--- config.mk ---
export PLATFORM = sky130hd
export DESIGN_NAME = alu_share_arbiter_flat
export DESIGN_NICKNAME = d
export VERILOG_FILES = /design/src/rtl/alu_share_arbiter_if.sv /design/src/rtl/alu_share_arbiter.sv /design/src/flat_wrapper.sv
export SDC_FILE = /design/constraint.sdc
export NUM_CORES = 1
export LEC_CHECK = 0
export BUFFER_PORTS_ARGS = -buffer_cell sky130_fd_sc_hd__buf_2
export CORE_ASPECT_RATIO = 1.25
export CORE_MARGIN = 2
export CORE_UTILIZATION = 45
export CTS_CLUSTER_SIZE = 8
export DETAILED_ROUTE_END_ITERATION = 8
export PLACE_DENSITY = 0.81
export SYNTH_ARGS = -nofsm -noshare
export SYNTH_HDL_FRONTEND = slang
export SYNTH_SLANG_ARGS = --single-unit
--- constraint.sdc ---
create_clock -name clk -period 2 [get_ports clk]
set_clock_uncertainty 0.15 [all_clocks]
set_input_delay 0.2 -clock clk [delete_from_list [all_inputs] [get_ports clk]]
set_output_delay 0.2 -clock clk [all_outputs]
set_load 0.005 [all_outputs]
--- src/rtl/alu_share_arbiter_if.sv ---
// rtl/alu_share_arbiter_if.sv - request, ALU and response signal bundle for alu_share_arbiter
//
// Purpose: groups the two requester channels, the shared-ALU drive/return
// signals and the tagged response channel.
// Modports:
//   slave  - arbiter side (accepts requests, drives the ALU, produces responses)
//   master - environment side (requesters, ALU, response consumer)
interface alu_share_arbiter_if #(
  parameter int DATA_W = 32
);
  logic              req0_valid;
  logic              req0_ready;
  logic [2:0]        req0_ctrl;
  logic [DATA_W-1:0] req0_a;
  logic [DATA_W-1:0] req0_b;

  logic              req1_valid;
  logic              req1_ready;
  logic [2:0]        req1_ctrl;
  logic [DATA_W-1:0] req1_a;
  logic [DATA_W-1:0] req1_b;

  logic [2:0]        alu_control;
  logic [DATA_W-1:0] alu_dato1;
  logic [DATA_W-1:0] alu_dato2;
  logic [DATA_W-1:0] alu_exit;

  logic              rsp_valid;
  logic              rsp_ready;
  logic              rsp_id;
  logic [DATA_W-1:0] rsp_data;
  logic              rsp_zero;
  logic              rsp_err;

  modport slave (
    input  req0_valid, req0_ctrl, req0_a, req0_b,
    input  req1_valid, req1_ctrl, req1_a, req1_b,
    input  alu_exit, rsp_ready,
    output req0_ready, req1_ready,
    output alu_control, alu_dato1, alu_dato2,
    output rsp_valid, rsp_id, rsp_data, rsp_zero, rsp_err
  );

  modport master (
    output req0_valid, req0_ctrl, req0_a, req0_b,
    output req1_valid, req1_ctrl, req1_a, req1_b,
    output alu_exit, rsp_ready,
    input  req0_ready, req1_ready,
    input  alu_control, alu_dato1, alu_dato2,
    input  rsp_valid, rsp_id, rsp_data, rsp_zero, rsp_err
  );
endinterface

--- src/rtl/alu_share_arbiter.sv ---
// rtl/alu_share_arbiter.sv - round-robin sharing of one combinational ALU between two requesters
//
// Purpose: accepts one operation at a time from req0/req1 (round robin on
// ties), drives the shared ALU with it, captures the result and returns it on
// a tagged valid/ready response channel. Illegal control codes (100/101) are
// answered with an error response without touching the ALU.
// Ports:
//   clk      - clock, rising edge
//   rst_n    - asynchronous active-low reset
//   bus      - alu_share_arbiter_if.slave (requests, ALU drive/return, response)
//   perf_clr, perf_grant0, perf_grant1 - grant counters, only with ALU_ARB_PERF_EN
// Optional feature macro: ALU_ARB_PERF_EN
module alu_share_arbiter #(
  parameter int DATA_W = 32,
  parameter int PERF_W = 16
) (
  input  logic                clk,
  input  logic                rst_n,
  alu_share_arbiter_if.slave  bus
`ifdef ALU_ARB_PERF_EN
  ,
  input  logic                perf_clr,
  output logic [PERF_W-1:0]   perf_grant0,
  output logic [PERF_W-1:0]   perf_grant1
`endif
);

  typedef enum logic [1:0] {
    S_IDLE = 2'd0,
    S_EXEC = 2'd1,
    S_CAPT = 2'd2,
    S_RESP = 2'd3
  } state_t;

  state_t            r_state;
  state_t            w_next_state;

  logic              r_last_grant;
  logic [2:0]        r_ctrl;
  logic [DATA_W-1:0] r_a;
  logic [DATA_W-1:0] r_b;
  logic              r_id;
  logic [DATA_W-1:0] r_rsp_data;
  logic              r_rsp_zero;
  logic              r_rsp_err;

  logic              w_grant_any;
  logic              w_grant_id;
  logic [2:0]        w_sel_ctrl;
  logic [DATA_W-1:0] w_sel_a;
  logic [DATA_W-1:0] w_sel_b;
  logic              w_sel_illegal;

  always_ff @(posedge clk or negedge rst_n) begin
    if (!rst_n) begin
      r_state <= S_IDLE;
    end else begin
      r_state <= w_next_state;
    end
  end

  always_comb begin
    w_next_state    = r_state;
    w_grant_any     = 1'b0;
    w_grant_id      = 1'b0;
    bus.req0_ready  = 1'b0;
    bus.req1_ready  = 1'b0;
    bus.alu_control = 3'b000;
    bus.alu_dato1   = '0;
    bus.alu_dato2   = '0;
    bus.rsp_valid   = 1'b0;

    // Tie goes to the port that did not win last time.
    if (bus.req0_valid && bus.req1_valid) begin
      w_grant_id = ~r_last_grant;
    end else begin
      w_grant_id = bus.req1_valid;
    end
    w_sel_ctrl    = w_grant_id ? bus.req1_ctrl : bus.req0_ctrl;
    w_sel_a       = w_grant_id ? bus.req1_a    : bus.req0_a;
    w_sel_b       = w_grant_id ? bus.req1_b    : bus.req0_b;
    w_sel_illegal = (w_sel_ctrl[2:1] == 2'b10);

    case (r_state)
      S_IDLE: begin
        if (bus.req0_valid || bus.req1_valid) begin
          w_grant_any    = 1'b1;
          bus.req0_ready = ~w_grant_id;
          bus.req1_ready = w_grant_id;
          // Illegal codes never reach the ALU; answer straight away.
          w_next_state   = w_sel_illegal ? S_RESP : S_EXEC;
        end
      end
      S_EXEC: begin
        bus.alu_control = r_ctrl;
        bus.alu_dato1   = r_a;
        bus.alu_dato2   = r_b;
        w_next_state    = S_CAPT;
      end
      S_CAPT: begin
        bus.alu_control = r_ctrl;
        bus.alu_dato1   = r_a;
        bus.alu_dato2   = r_b;
        w_next_state    = S_RESP;
      end
      S_RESP: begin
        bus.rsp_valid = 1'b1;
        if (bus.rsp_ready) begin
          w_next_state = S_IDLE;
        end
      end
      default: begin
        w_next_state = S_IDLE;
      end
    endcase
  end

  always_ff @(posedge clk or negedge rst_n) begin
    if (!rst_n) begin
      r_last_grant <= 1'b1;
      r_ctrl       <= 3'b000;
      r_a          <= '0;
      r_b          <= '0;
      r_id         <= 1'b0;
      r_rsp_data   <= '0;
      r_rsp_zero   <= 1'b0;
      r_rsp_err    <= 1'b0;
    end else begin
      if (w_grant_any) begin
        r_ctrl       <= w_sel_ctrl;
        r_a          <= w_sel_a;
        r_b          <= w_sel_b;
        r_id         <= w_grant_id;
        r_last_grant <= w_grant_id;
        if (w_sel_illegal) begin
          r_rsp_data <= '0;
          r_rsp_zero <= 1'b0;
          r_rsp_err  <= 1'b1;
        end
      end
      if (r_state == S_CAPT) begin
        r_rsp_data <= bus.alu_exit;
        r_rsp_zero <= (bus.alu_exit == '0);
        r_rsp_err  <= 1'b0;
      end
    end
  end

  assign bus.rsp_id   = r_id;
  assign bus.rsp_data = r_rsp_data;
  assign bus.rsp_zero = r_rsp_zero;
  assign bus.rsp_err  = r_rsp_err;

`ifdef ALU_ARB_PERF_EN
  logic [PERF_W-1:0] r_perf0;
  logic [PERF_W-1:0] r_perf1;

  // Saturating grant counters; clear wins over a same-cycle grant.
  always_ff @(posedge clk or negedge rst_n) begin
    if (!rst_n) begin
      r_perf0 <= '0;
      r_perf1 <= '0;
    end else if (perf_clr) begin
      r_perf0 <= '0;
      r_perf1 <= '0;
    end else begin
      if (bus.req0_ready && (r_perf0 != {PERF_W{1'b1}})) begin
        r_perf0 <= r_perf0 + PERF_W'(1);
      end
      if (bus.req1_ready && (r_perf1 != {PERF_W{1'b1}})) begin
        r_perf1 <= r_perf1 + PERF_W'(1);
      end
    end
  end

  assign perf_grant0 = r_perf0;
  assign perf_grant1 = r_perf1;
`endif

endmodule

--- src/flat_wrapper.sv ---
// flat-port wrapper written by rule: the top's interface ports become plain ports
module alu_share_arbiter_flat 
#(
  parameter int DATA_W = 32,
  parameter int PERF_W = 16
)
  (clk, rst_n, bus_req0_valid, bus_req0_ctrl, bus_req0_a, bus_req0_b, bus_req1_valid, bus_req1_ctrl, bus_req1_a, bus_req1_b, bus_alu_exit, bus_rsp_ready, bus_req0_ready, bus_req1_ready, bus_alu_control, bus_alu_dato1, bus_alu_dato2, bus_rsp_valid, bus_rsp_id, bus_rsp_data, bus_rsp_zero, bus_rsp_err);
  alu_share_arbiter_if #(.DATA_W(DATA_W)) bus_i ();
  input  logic clk;
  input  logic rst_n;
  input wire logic [$bits(bus_i.req0_valid)-1:0] bus_req0_valid;
  input wire logic [$bits(bus_i.req0_ctrl)-1:0] bus_req0_ctrl;
  input wire logic [$bits(bus_i.req0_a)-1:0] bus_req0_a;
  input wire logic [$bits(bus_i.req0_b)-1:0] bus_req0_b;
  input wire logic [$bits(bus_i.req1_valid)-1:0] bus_req1_valid;
  input wire logic [$bits(bus_i.req1_ctrl)-1:0] bus_req1_ctrl;
  input wire logic [$bits(bus_i.req1_a)-1:0] bus_req1_a;
  input wire logic [$bits(bus_i.req1_b)-1:0] bus_req1_b;
  input wire logic [$bits(bus_i.alu_exit)-1:0] bus_alu_exit;
  input wire logic [$bits(bus_i.rsp_ready)-1:0] bus_rsp_ready;
  output wire logic [$bits(bus_i.req0_ready)-1:0] bus_req0_ready;
  output wire logic [$bits(bus_i.req1_ready)-1:0] bus_req1_ready;
  output wire logic [$bits(bus_i.alu_control)-1:0] bus_alu_control;
  output wire logic [$bits(bus_i.alu_dato1)-1:0] bus_alu_dato1;
  output wire logic [$bits(bus_i.alu_dato2)-1:0] bus_alu_dato2;
  output wire logic [$bits(bus_i.rsp_valid)-1:0] bus_rsp_valid;
  output wire logic [$bits(bus_i.rsp_id)-1:0] bus_rsp_id;
  output wire logic [$bits(bus_i.rsp_data)-1:0] bus_rsp_data;
  output wire logic [$bits(bus_i.rsp_zero)-1:0] bus_rsp_zero;
  output wire logic [$bits(bus_i.rsp_err)-1:0] bus_rsp_err;
  assign bus_i.req0_valid = bus_req0_valid;
  assign bus_i.req0_ctrl = bus_req0_ctrl;
  assign bus_i.req0_a = bus_req0_a;
  assign bus_i.req0_b = bus_req0_b;
  assign bus_i.req1_valid = bus_req1_valid;
  assign bus_i.req1_ctrl = bus_req1_ctrl;
  assign bus_i.req1_a = bus_req1_a;
  assign bus_i.req1_b = bus_req1_b;
  assign bus_i.alu_exit = bus_alu_exit;
  assign bus_i.rsp_ready = bus_rsp_ready;
  assign bus_req0_ready = bus_i.req0_ready;
  assign bus_req1_ready = bus_i.req1_ready;
  assign bus_alu_control = bus_i.alu_control;
  assign bus_alu_dato1 = bus_i.alu_dato1;
  assign bus_alu_dato2 = bus_i.alu_dato2;
  assign bus_rsp_valid = bus_i.rsp_valid;
  assign bus_rsp_id = bus_i.rsp_id;
  assign bus_rsp_data = bus_i.rsp_data;
  assign bus_rsp_zero = bus_i.rsp_zero;
  assign bus_rsp_err = bus_i.rsp_err;
  alu_share_arbiter #(.DATA_W(DATA_W), .PERF_W(PERF_W)) u_core (.clk(clk), .rst_n(rst_n), .bus(bus_i));
endmodule
Word level (Yosys, flattened, before mapping)
Cells that the tools add are included.

Register bits after elaboration: 105. Input bits: 171. Output and inout port bits: 105.

Equality and inequality tests: 6. Multiplexer cells: 27. Bitwise operators: 2. Reduce and logical (&&, ||, !) cells: 9.

Operators with widths (number): $mux W32 (7); $logic_not A32 Y1 (1); $mux W1 (14); $pmux W2 S4 (1); $eq A2 B2 Y1 const B (3); $mux W2 (3); $mux W3 (2); $reduce_and A2 Y1 (2); $reduce_bool A2 Y1 (2); $eq A2 B1 Y1 const B (1); $logic_not A2 Y1 (1); $ne A2 B1 Y1 const B (1); $ne A2 B2 Y1 const B (1); $not A1 Y1 (2); $reduce_or A2 Y1 (1); $logic_and A1 B1 Y1 (1); $logic_or A1 B1 Y1 (1).

Logic depth before layout (Yosys ltp)
Gate-level depths: netlist (run 1).

Word-level depth: 7. Depth in mapped cells: 9.

Worst setup path after synthesis (run 1)
OpenSTA, ideal clock, no wires.

Kind: reg2reg. Start point: register u_core.r_state[0]. End point: register u_core.r_a[22]. Library setup time: 127 ps. Data arrival time: 1514 ps. Data required time: 1723 ps. Slack: 209 ps. Stages on the path, launching flop included: 10. Buffers on the path: 3. Clock period less this slack: 1791 ps. Cells stage by stage: dfrtp_1 -> inv_1 -> ha_1 -> o21ai_2 -> buf_4 -> nor2_2 -> buf_6 -> buf_2 -> a222oi_1 -> inv_1.

Word-level cells in the longest chain between the ends: 2.

Ends and longest elaborated chain: from (decl) (RTL line alu_share_arbiter.sv:35) `state_t r_state;`; from (signal assigned) (RTL line alu_share_arbiter.sv:58) `r_state <= w_next_state;`; $logic_not A2 Y1 (RTL line alu_share_arbiter.sv:84) `case (r_state)`; $mux W1 (RTL line alu_share_arbiter.sv:84); to (signal assigned) (RTL line alu_share_arbiter.sv:131) `r_a <= w_sel_a;`; to (decl) (RTL line alu_share_arbiter.sv:40) `logic [DATA_W-1:0] r_a;`.

Every way passes these cells. A chain may end at the register's enable or synchronous reset.

Worst setup path in the final report (run 1)
Start point: input port bus_alu_exit[3]. End point: register u_core.r_rsp_zero (netlist: u_core.bus.rsp_zero).

Word-level cells in the longest chain between the ends: 2.

Ends and longest elaborated chain: from (decl) (RTL line flat_wrapper.sv:19) `input wire logic [$bits(bus_i.alu_exit)-1:0] bus_alu_exit;`; $logic_not A32 Y1 (RTL line alu_share_arbiter.sv:143) `r_rsp_zero <= (bus.alu_exit == '0);`; $mux W1 (RTL line alu_share_arbiter.sv:141) `if (r_state == S_CAPT) begin`; to (signal assigned) (RTL line alu_share_arbiter.sv:143); to (decl) (RTL line alu_share_arbiter.sv:44) `logic r_rsp_zero;`.

Every way passes these cells.

==> key figures, run 1 <==
Outcome
  – Status: complete, no violations

Setup path
  – Critical Path AT: 2.04 ns
  – Max FO, Critical Path: 2
  – Critical-path cell list: dlygate4sd3_1 > buf_2 > nor4_1 > nand4_1 > or4_1 > o22ai_1
  – CP Launch Point: bus_alu_exit[3]
  – Register-to-Register Setup Slack: 0.13 ns
  – Startpoint Class: input pin
  – CP Data Required Time: 2.11 ns
  – Crit end category: flip-flop
  – R2R Path Start: u_core.r_state[0]$_DFFE_PN0P_
  – R2R cell count: 6
  – Crit path capture: u_core.bus.rsp_zero$_DFFE_PN0P_
  – Critical path class: in2reg
  – Slowest cell on the critical path: dlygate4sd3_1
  – FF-to-FF End: u_core.bus.rsp_zero$_DFFE_PN0P_
  – CP peak stage delay: 0.56 ns

Job
  – MaxCap Viol Count: 0

Final layout
  – Area of the multi-input gates: 0.00193 mm²
  – Storage element area: 0.00263 mm²
  – Commonest non-fill, non-tap cell in the layout: buf_2
  – Layout cells sized above 1: 35.3%
  – Nets: 1079
  – Most frequent cells in the layout: buf_2, dlygate4sd3_1, dfrtp_1
  – Final instance area: 0.00845 mm²
  – Area Overhead vs Synth: 70.7%
  – # fillers: 590
  – Fin cells: 1043

Drt
  – Final WL: 20400 µm
  – Drt wl/cell: 19.6 µm
  – DRT Pass-1 Iters: 8
  – Antenna Nets Post-Route: 0
  – Vias per cell: 5.73
  – Total number of vias: 5975
  – DRC: 0
  – Initial DRC count: 673

Logic synthesis
  – Cell taking the most area after synthesis: dfrtp_1
  – Synth unique cells: 32
  – Predominant post-synthesis flop cell: dfrtp_1
  – Share of the synthesized area in the top cell type: 52.6%
  – Post-Syn Area per Cell: 10.1 µm²
  – EDFF count, synth: 0
  – Ys async rst share: 100%
  – Synth Net Count: 665
  – Top cells by area, synth: dfrtp_1, a222oi_1, and2_1, o21ai_1, inv_1
  – Syn. warnings: 0
  – Synth Register Bits: 105
  – Register area share after synthesis: 53.1%
  – Syn Std Cell Area: 0.00495 mm²
  – Gate Count Post-Synth: 491

Power and ir drop
  – VDD IR-drop max: 0.00125 V
  – P_sw: 4570 µW
  – Sw Share: 38.4%
  – Leak Pwr: 0.00439 µW
  – Int Pwr: 7330 µW
  – Clock network power share: 16.2%
  – Total power: 11900 µW
  – Reg power frac: 31.6%
  – PD cells: 1410 mW/mm²
  – Combinational share of power: 52.2%

Clock network
  – Root Driver: clkbuf_16
  – H-tree depth: 3
  – Clk buf depth: 2
  – Clk slew on worst S/H paths: 0.07 ns
  – Clock sink count: 105
  – CTS buffer count: 9
  – Worst-Skew Late Latency: 0.33 ns
  – TritonCTS clock tree: done

STA
  – Fin. Hold Viols: 0
  – Final Max Tran Viols: 0
  – Final Critical Period: 1.94 ns
  – Final period utilization: 96.8%
  – Minimum hold slack: 0.00492 ns
  – Final setup violation count: 0
  – F_max: 517 MHz
  – TNS Setup: 0 ns
  – RSZ-0062 raised after global routing: no
  – Worst Max-Slew Pin Slew: 0.606 ns
  – Max_slew headroom: 59.6%

GRT
  – Pin count of the biggest net entering global routing: 106
  – Vias in the first global route: 6267
  – GRT Total Usage: 33.1%
  – First-pass GRT wire length: 31100 µm
  – Total grt overflow: 0
  – Initial antenna violation count: 1

Placement
  – Input/output buffers: 275
  – Post-DP HPWL: 10400 µm
  – Post-DP Area: 0.00648 mm²
  – GPL Wtd Cong: 0.829
  – Placed cells: 870

Floorplan
  – Core footprint: 0.0107 mm²
  – Initial Utilization: 46.4%
  – Die area: 0.0119 mm²
  – Die H: 121 µm
  – Io pins: 276
  – Row Count: 42
  – Die X-Extent: 97.8 µm

Worst hold path
  – Hold Path Class: in2reg
==> cell usage after synthesis, types with 2 or more instances <==
master,number
a222oi_1,57
buf_6,7
nor2b_1,3
buf_2,8
nand2_1,42
nor2_1,2
o22ai_1,2
inv_1,59
o21ai_1,63
a21o_1,2
o21ai_0,12
nor4_1,5
ha_1,3
mux2i_1,10
dfrtp_1,104
clkbuf_1,27
and2_1,69
or4_1,2
==> worst min path at each step <==
stage	start	end	cells after the start	slack, ns
after global routing	bus_req1_b[31]	u_core.r_b[31]$_DFFE_PN0P_	3	0.01
after floorplan	rst_n	u_core.bus.rsp_data[0]$_DFFE_PN0P_	0	-0.25
after CTS	bus_req1_b[31]	u_core.r_b[31]$_DFFE_PN0P_	3	0.0009
after global placement	rst_n	u_core.r_b[25]$_DFFE_PN0P_	2	0.16
final	bus_req1_b[25]	u_core.r_b[25]$_DFFE_PN0P_	3	0.005
after detailed placement	rst_n	u_core.bus.rsp_data[28]$_DFFE_PN0P_	2	0.16
==> critical path, delay by kind of cell <==
| family | cells | cell delay (ns) |
|---|---|---|
| AOI/OAI and AO/OA | 1 | 0.13 |
| buffers and inverters | 2 | 0.71 |
| and+or+nand+nor | 3 | 0.99 |
==> power by group through the flow <==
stage,Combinational (µW),Clock [µW],Sequential [µW]
after detailed placement,5350,0,3690
final,6210,1920,3760
after floorplan,3170,0,3600
after global routing,6760,2050,3840
after CTS,5700,1950,3680
after global placement,5170,0,3650
==> repair_timing <==
action | CTS | global route
hold endpoints to repair | 198 | 0
setup endpoints to repair | 32 | 13
resized for setup | 5 | 4
pin swaps | 0 | 2
setup buffers | 0 | 3
cloned | 0 | 2
hold buffers | 151 | 0
==> cell type report <==
class | instances | area share [%]
inverter | 59 | 2.62
tap | 132 | 1.96
sequential | 105 | 31.1
antenna | 1 | 0.0296
multi-input combinational | 284 | 22.8
clock buffer | 11 | 2.87
timing repair buffer | 446 | 37.6
clock inverter | 5 | 1.01
==> sequential cells by signal, indices dropped and copies added (netlist names) <==
name / count
u_core.r_state: 2
u_core.bus.rsp_zero: 1
u_core.r_a: 32
u_core.bus.rsp_err: 1
u_core.r_last_grant: 1
u_core.bus.rsp_id: 1
u_core.r_ctrl: 3
u_core.bus.rsp_data: 32
u_core.r_b: 32
==> routing by layer <==
layer / global-route usage, % / part of all wire, % / vias to the layer above
li1: - / - / 2571
met1: 35.3 / 33 / 2818
met2: 58.8 / 52 / 490
met3: 8.06 / 10 / 96
met4: 20.4 / 5.0 / 0
met5: 0 / 0 / -
==> logic make-up after synthesis <==
group	after synthesis	share of synthesized area (%)
AO/OA/AOI/OAI	141	20.6
AND/OR/NAND/NOR	129	14.1
flip-flops	105	53.1
buffers and inverters	102	9.08
multiplexers	11	2.30
adder cells (fa/ha/maj)	3	0.759
==> through the flow <==
| stage | util (%) | setup slack (ns) |
|---|---|---|
| after floorplan | - | 0.209 |
| after global placement | 60.7 | 0.177 |
| after detailed placement | 60.7 | 0.127 |
| after CTS | 78.2 | 0.0388 |
| after global routing | 79.2 | 0.00270 |
| final | 79.2 | 0.0644 |
Power figures use the tool's default switching activity.
==> run 2: changes to the inputs <==
==> constraint.sdc (replaced) <==
create_clock -name clk -period 2.1 [get_ports clk]
set_clock_uncertainty 0.15 [all_clocks]
set_input_delay 0.21 -clock clk [delete_from_list [all_inputs] [get_ports clk]]
set_output_delay 0.21 -clock clk [all_outputs]
set_load 0.005 [all_outputs]
==> key figures, run 2 (synthesized netlist as in run 1, its figures left out) <==
Outcome
  – Status: complete, but fails checks
  – Failing checks: design-rule violations

Power and ir drop
  – Total power: 10900 µW
  – PD cells: 1310 mW/mm²
  – Leak Pwr: 0.00432 µW
  – VDD IR-drop max: 0.00101 V

Drt
  – DRC: 21
  – Initial DRC count: 588
  – Final WL: 20100 µm
  – Antenna Nets Post-Route: 0
  – DRT Pass-1 Iters: 9
  – Drt wl/cell: 19.4 µm
  – Vias per cell: 5.71
  – Total number of vias: 5918

Clock network
  – CTS buffer count: 9
  – H-tree depth: 3
  – TritonCTS clock tree: done
  – Root Driver: clkbuf_16
  – Worst-Skew Late Latency: 0.34 ns
  – Clk slew on worst S/H paths: 0.07 ns
  – Clock sink count: 105
  – Clk buf depth: 2

Worst hold path
  – Hold Path Class: in2reg

Final layout
  – Layout cells sized above 1: 35.2%
  – Commonest non-fill, non-tap cell in the layout: buf_2
  – Most frequent cells in the layout: buf_2, dlygate4sd3_1, dfrtp_1
  – Area Overhead vs Synth: 68.0%
  – Nets: 1073

STA
  – Final Critical Period: 2.04 ns
  – Fin. Hold Viols: 0
  – Worst Max-Slew Pin Slew: 0.605 ns
  – F_max: 490 MHz
  – Final period utilization: 97.1%
  – TNS Setup: 0 ns
  – RSZ-0062 raised after global routing: no
  – Final Max Tran Viols: 0
  – Final setup violation count: 0
  – Max_slew headroom: 59.7%

Setup path
  – Critical Path AT: 1.68 ns
  – Buf+Inv Stages, Crit Path: 3
  – Top Family by Delay on Critical Path: buffers and inverters
  – Critical path class: reg2out
  – CP Data Required Time: 1.74 ns
  – Startpoint Class: flip-flop
  – Critical-path cell list: inv_1 > ha_4 > buf_6 > and2_1 > buf_2
  – CP peak stage delay: 0.40 ns
  – Max FO, Critical Path: 30
  – Crit end category: output pin
  – Slowest cell on the critical path: dfrtp_1

GRT
  – First-pass GRT wire length: 30800 µm
  – Total grt overflow: 0
  – Initial antenna violation count: 1
  – Pin count of the biggest net entering global routing: 68
  – Vias in the first global route: 6142
  – GRT Total Usage: 33.0%

Placement
  – Input/output buffers: 275
  – Post-DP HPWL: 10800 µm
  – GPL Wtd Cong: 0.856

Floorplan
  – Row Count: 42
  – Die X-Extent: 97.8 µm
  – Core footprint: 0.0107 mm²
  – Die H: 121 µm
  – Io pins: 276
  – Die area: 0.0119 mm²
  – Initial Utilization: 46.4%

Job
  – MaxCap Viol Count: 0
## run 2: cell count changes in the layout (fill, tap and decap cells not counted), moves of 2 or more
cell / before / now
clkinv_2: 0 / 2
inv_6: 2 / 0
dlygate4sd3_1: 151 / 147
buf_12: 8 / 6
## run 2: report_power, final
group | switching (µW) | total, µW | internal, µW | leakage [µW]
Clock | 716 | 1640 | 923 | 0.000139
Sequential | 588 | 3610 | 3020 | 0.00130
Combinational | 3000 | 5680 | 2680 | 0.00289
Total | 4300 | 10900 | 6630 | 0.00432
## run 2: worst reg2reg max path, stage by stage, from the launching register on
cell	delay, ns
dfrtp_1	0.41
inv_1	0.15
ha_2	0.20
nor4b_2	0.21
nand4_1	0.17
or4_1	0.51
o22ai_1	0.13
## run 2: layout make-up
class	instances	area, µm²
Antenna cell	1	2.50
Clock buffer	11	233
Clock inverter	5	56.3
Fill cell	610	2350
Inverter	59	221
Multi-Input combinational cell	284	1920
Sequential cell	105	2630
Tap cell	132	165
Timing Repair Buffer	440	3090
## run 2: layer usage
layer / GRT usage (%) / vias up / share of wire [%]
met1: 35.9 / 2782 / 33
met3: 9.10 / 109 / 9.8
met5: 0 / - / 0
met4: 18.5 / 0 / 5.2
met2: 57.8 / 468 / 52
li1: - / 2559 / -
## run 2: what timing repair did
item	CTS	global route
endpoints found under the setup margin	3	70
buffers inserted	0	2
hold buffers	147	0
pin swaps	0	1
hold endpoints to repair	120	0
gates resized for setup	2	6
gates cloned	0	1
## run 2: worst paths after layout
path,startpoint,endpoint,slack [ns],cells past startpoint
max in group asynchronous,rst_n,u_core.bus.rsp_data[30]$_DFFE_PN0P_,0.99,3
worst max register to register,u_core.r_state[0]$_DFFE_PN0P_,u_core.bus.rsp_zero$_DFFE_PN0P_,0.10,6
min in group asynchronous,rst_n,u_core.r_b[25]$_DFFE_PN0P_,0.20,2
worst min-delay path,bus_req1_b[29],u_core.r_b[29]$_DFFE_PN0P_,0.01,3
worst max-delay path,u_core.r_state[1]$_DFFE_PN0P_,bus_alu_dato2[17],0.06,5
worst min register to register,u_core.r_b[29]$_DFFE_PN0P_,u_core.r_b[29]$_DFFE_PN0P_,0.32,2
## run 2: metrics by stage
step	setup slack (ns)	hold WS, ns	util [%]	std cells	cell area, µm²
final	0.0602	0.0103	77.9	1037	8310
after global placement	0.285	0.0265	60.6	870	6470
after detailed placement	0.198	0.0276	60.6	870	6470
after floorplan	0.309	-0.236	-	491	4950
after global routing	0.00843	0.0127	77.9	1037	8310
after CTS	0.0106	0.00520	77.2	1033	8230
==> run 3: changes to the inputs <==
--- a/config.mk
+++ b/config.mk
@@ -5,9 +5,8 @@
 export SDC_FILE = /design/constraint.sdc
 export NUM_CORES = 1
 export LEC_CHECK = 0
+export ABC_CLOCK_PERIOD_IN_PS = 2100
 export BUFFER_PORTS_ARGS = -buffer_cell sky130_fd_sc_hd__buf_2
-export CORE_ASPECT_RATIO = 1.25
-export CORE_MARGIN = 2
 export CORE_UTILIZATION = 45
 export CTS_CLUSTER_SIZE = 8
 export DETAILED_ROUTE_END_ITERATION = 8
==> key figures, run 3 (synthesized netlist as in run 1, its figures left out) <==
Outcome
  – Status: complete, but fails checks
  – Failing checks: design-rule violations

Setup path
  – Max FO, Critical Path: 10
  – CP Data Required Time: 2.19 ns
  – Slowest cell on the critical path: dlygate4sd3_1
  – CP peak stage delay: 0.60 ns
  – Critical Path AT: 2.13 ns
  – Critical-path cell list: a21boi_4 > buf_8 > mux2i_1 > dlygate4sd3_1 > o21ai_0
  – Critical path class: reg2reg
  – Crit end category: flip-flop
  – Buf+Inv Stages, Crit Path: 2
  – Worst path depth: 5
  – R2R cell count: 5
  – Top Family by Delay on Critical Path: buffers and inverters
  – Startpoint Class: flip-flop

Drt
  – Antenna Nets Post-Route: 0
  – Initial DRC count: 954
  – Vias per cell: 5.72
  – DRT Pass-1 Iters: 9
  – Final WL: 21000 µm
  – DRC: 6
  – Total number of vias: 6022
  – Drt wl/cell: 20.0 µm

Floorplan
  – Initial Utilization: 47.1%
  – Die X-Extent: 107 µm
  – Io pins: 276
  – Die H: 107 µm
  – Die area: 0.0114 mm²
  – Row Count: 37
  – Core footprint: 0.0105 mm²

Power and ir drop
  – Total power: 11100 µW
  – PD cells: 1320 mW/mm²
  – Leak Pwr: 0.00438 µW
  – VDD IR-drop max: 0.000818 V

Clock network
  – Clock sink count: 105
  – CTS buffer count: 9
  – Clk slew on worst S/H paths: 0.10 ns
  – Clk buf depth: 2
  – H-tree depth: 3
  – Worst-Skew Late Latency: 0.35 ns
  – TritonCTS clock tree: done
  – Root Driver: clkbuf_8

Placement
  – Post-DP HPWL: 10500 µm
  – GPL Wtd Cong: 0.807
  – Input/output buffers: 275
  – Pre-CTS WS: 0.182 ns

GRT
  – Initial antenna violation count: 1
  – GRT Total Usage: 35.9%
  – Pin count of the biggest net entering global routing: 69
  – First-pass GRT wire length: 31400 µm
  – Total grt overflow: 0
  – Vias in the first global route: 6200

Job
  – MaxCap Viol Count: 0

Worst hold path
  – Hold path depth: 3
  – Hold Path Class: in2reg

Final layout
  – Commonest non-fill, non-tap cell in the layout: buf_2
  – Nets: 1086
  – Most frequent cells in the layout: buf_2, dlygate4sd3_1, dfrtp_1
  – Layout cells sized above 1: 35.0%
  – Inserted Diodes: 0
  – Area Overhead vs Synth: 70.1%

STA
  – Final setup violation count: 0
  – F_max: 489 MHz
  – RSZ-0062 raised after global routing: yes
  – Worst Max-Slew Pin Slew: 0.570 ns
  – Fin. Hold Viols: 0
  – Final period utilization: 97.3%
  – Final Max Tran Viols: 0
  – Final Critical Period: 2.04 ns
  – Final worst slack: 0.0569 ns
  – Max_slew headroom: 61.7%
==> run 3: cell types whose count changed in the layout (fill, tap and decap cells not counted), sizes merged <==
cell	change
bufbuf	+1
bufinv	+1
clkbuf	+2
clkinv	-1
diode	-1
dlygate4sd3	+10
==> run 3: report_power, final <==
part | switching (µW) | leakage, µW | internal [µW] | total [µW]
Sequential | 601 | 0.00130 | 3010 | 3610
Clock | 699 | 0.000115 | 734 | 1430
Combinational | 3150 | 0.00297 | 2880 | 6030
Total | 4450 | 0.00438 | 6620 | 11100
==> run 3: worst reg2reg max path, cell delays in order (launching register included) <==
cell	delay [ns]
dfstp_2	0.40
a21boi_4	0.27
buf_8	0.20
mux2i_1	0.23
dlygate4sd3_1	0.60
o21ai_0	0.09
==> run 3: per-stage QoR <==
stage	hold WS [ns]	instance area, µm²	cells	util [%]	setup TNS, ns
floorplan	-0.236	4950	491	-	0
global placement	-0.0243	6450	872	61.4	0
detailed placement	-0.0196	6450	872	61.4	0
CTS	0.000924	8300	1046	79.0	0
global route	0.00381	8410	1053	80.1	-0.0723
finish	0.00868	8410	1053	80.1	0
==> run 3: final cells by class <==
class,count,area [µm²]
multi-input cells,284,1920
clock inverters,5,77.6
inverters,59,221
well taps,136,170
repair buffers,453,3250
fillers,569,2090
clock buffers,11,151
flip-flops and latches,105,2630
==> run 3: final timing paths <==
check / slack, ns / startpoint / end
min in group asynchronous: 0.15 / rst_n / u_core.bus.rsp_data[11]$_DFFE_PN0P_
hold / removal: 0.009 / bus_req1_ctrl[1] / u_core.r_ctrl[1]$_DFFE_PN0P_
setup / recovery: 0.06 / u_core.r_last_grant$_DFFE_PN1P_ / u_core.r_b[29]$_DFFE_PN0P_
max in group asynchronous: 0.93 / rst_n / u_core.r_last_grant$_DFFE_PN1P_
setup reg to reg: 0.06 / u_core.r_last_grant$_DFFE_PN1P_ / u_core.r_b[29]$_DFFE_PN0P_
hold reg to reg: 0.34 / u_core.r_ctrl[1]$_DFFE_PN0P_ / u_core.r_ctrl[1]$_DFFE_PN0P_
==> run 3: repair_timing <==
| action | CTS | global route |
|---|---|---|
| buffers inserted | 0 | 5 |
| pin swaps | 0 | 1 |
| endpoints found under the hold margin | 173 | 0 |
| gates cloned | 1 | 2 |
| resized for setup | 2 | 6 |
| hold buffers | 157 | 0 |
| endpoints found under the setup margin | 2 | 76 |
==> run 3: routing by layer <==
metal | up-vias | global-route usage, % | wire length (µm)
li1 | 2577 | - | -
met1 | 2792 | 38.4 | 7270
met2 | 522 | 61.6 | 10400
met3 | 129 | 11.1 | 2180
met4 | 2 | 22.5 | 1170
met5 | - | 0 | 13
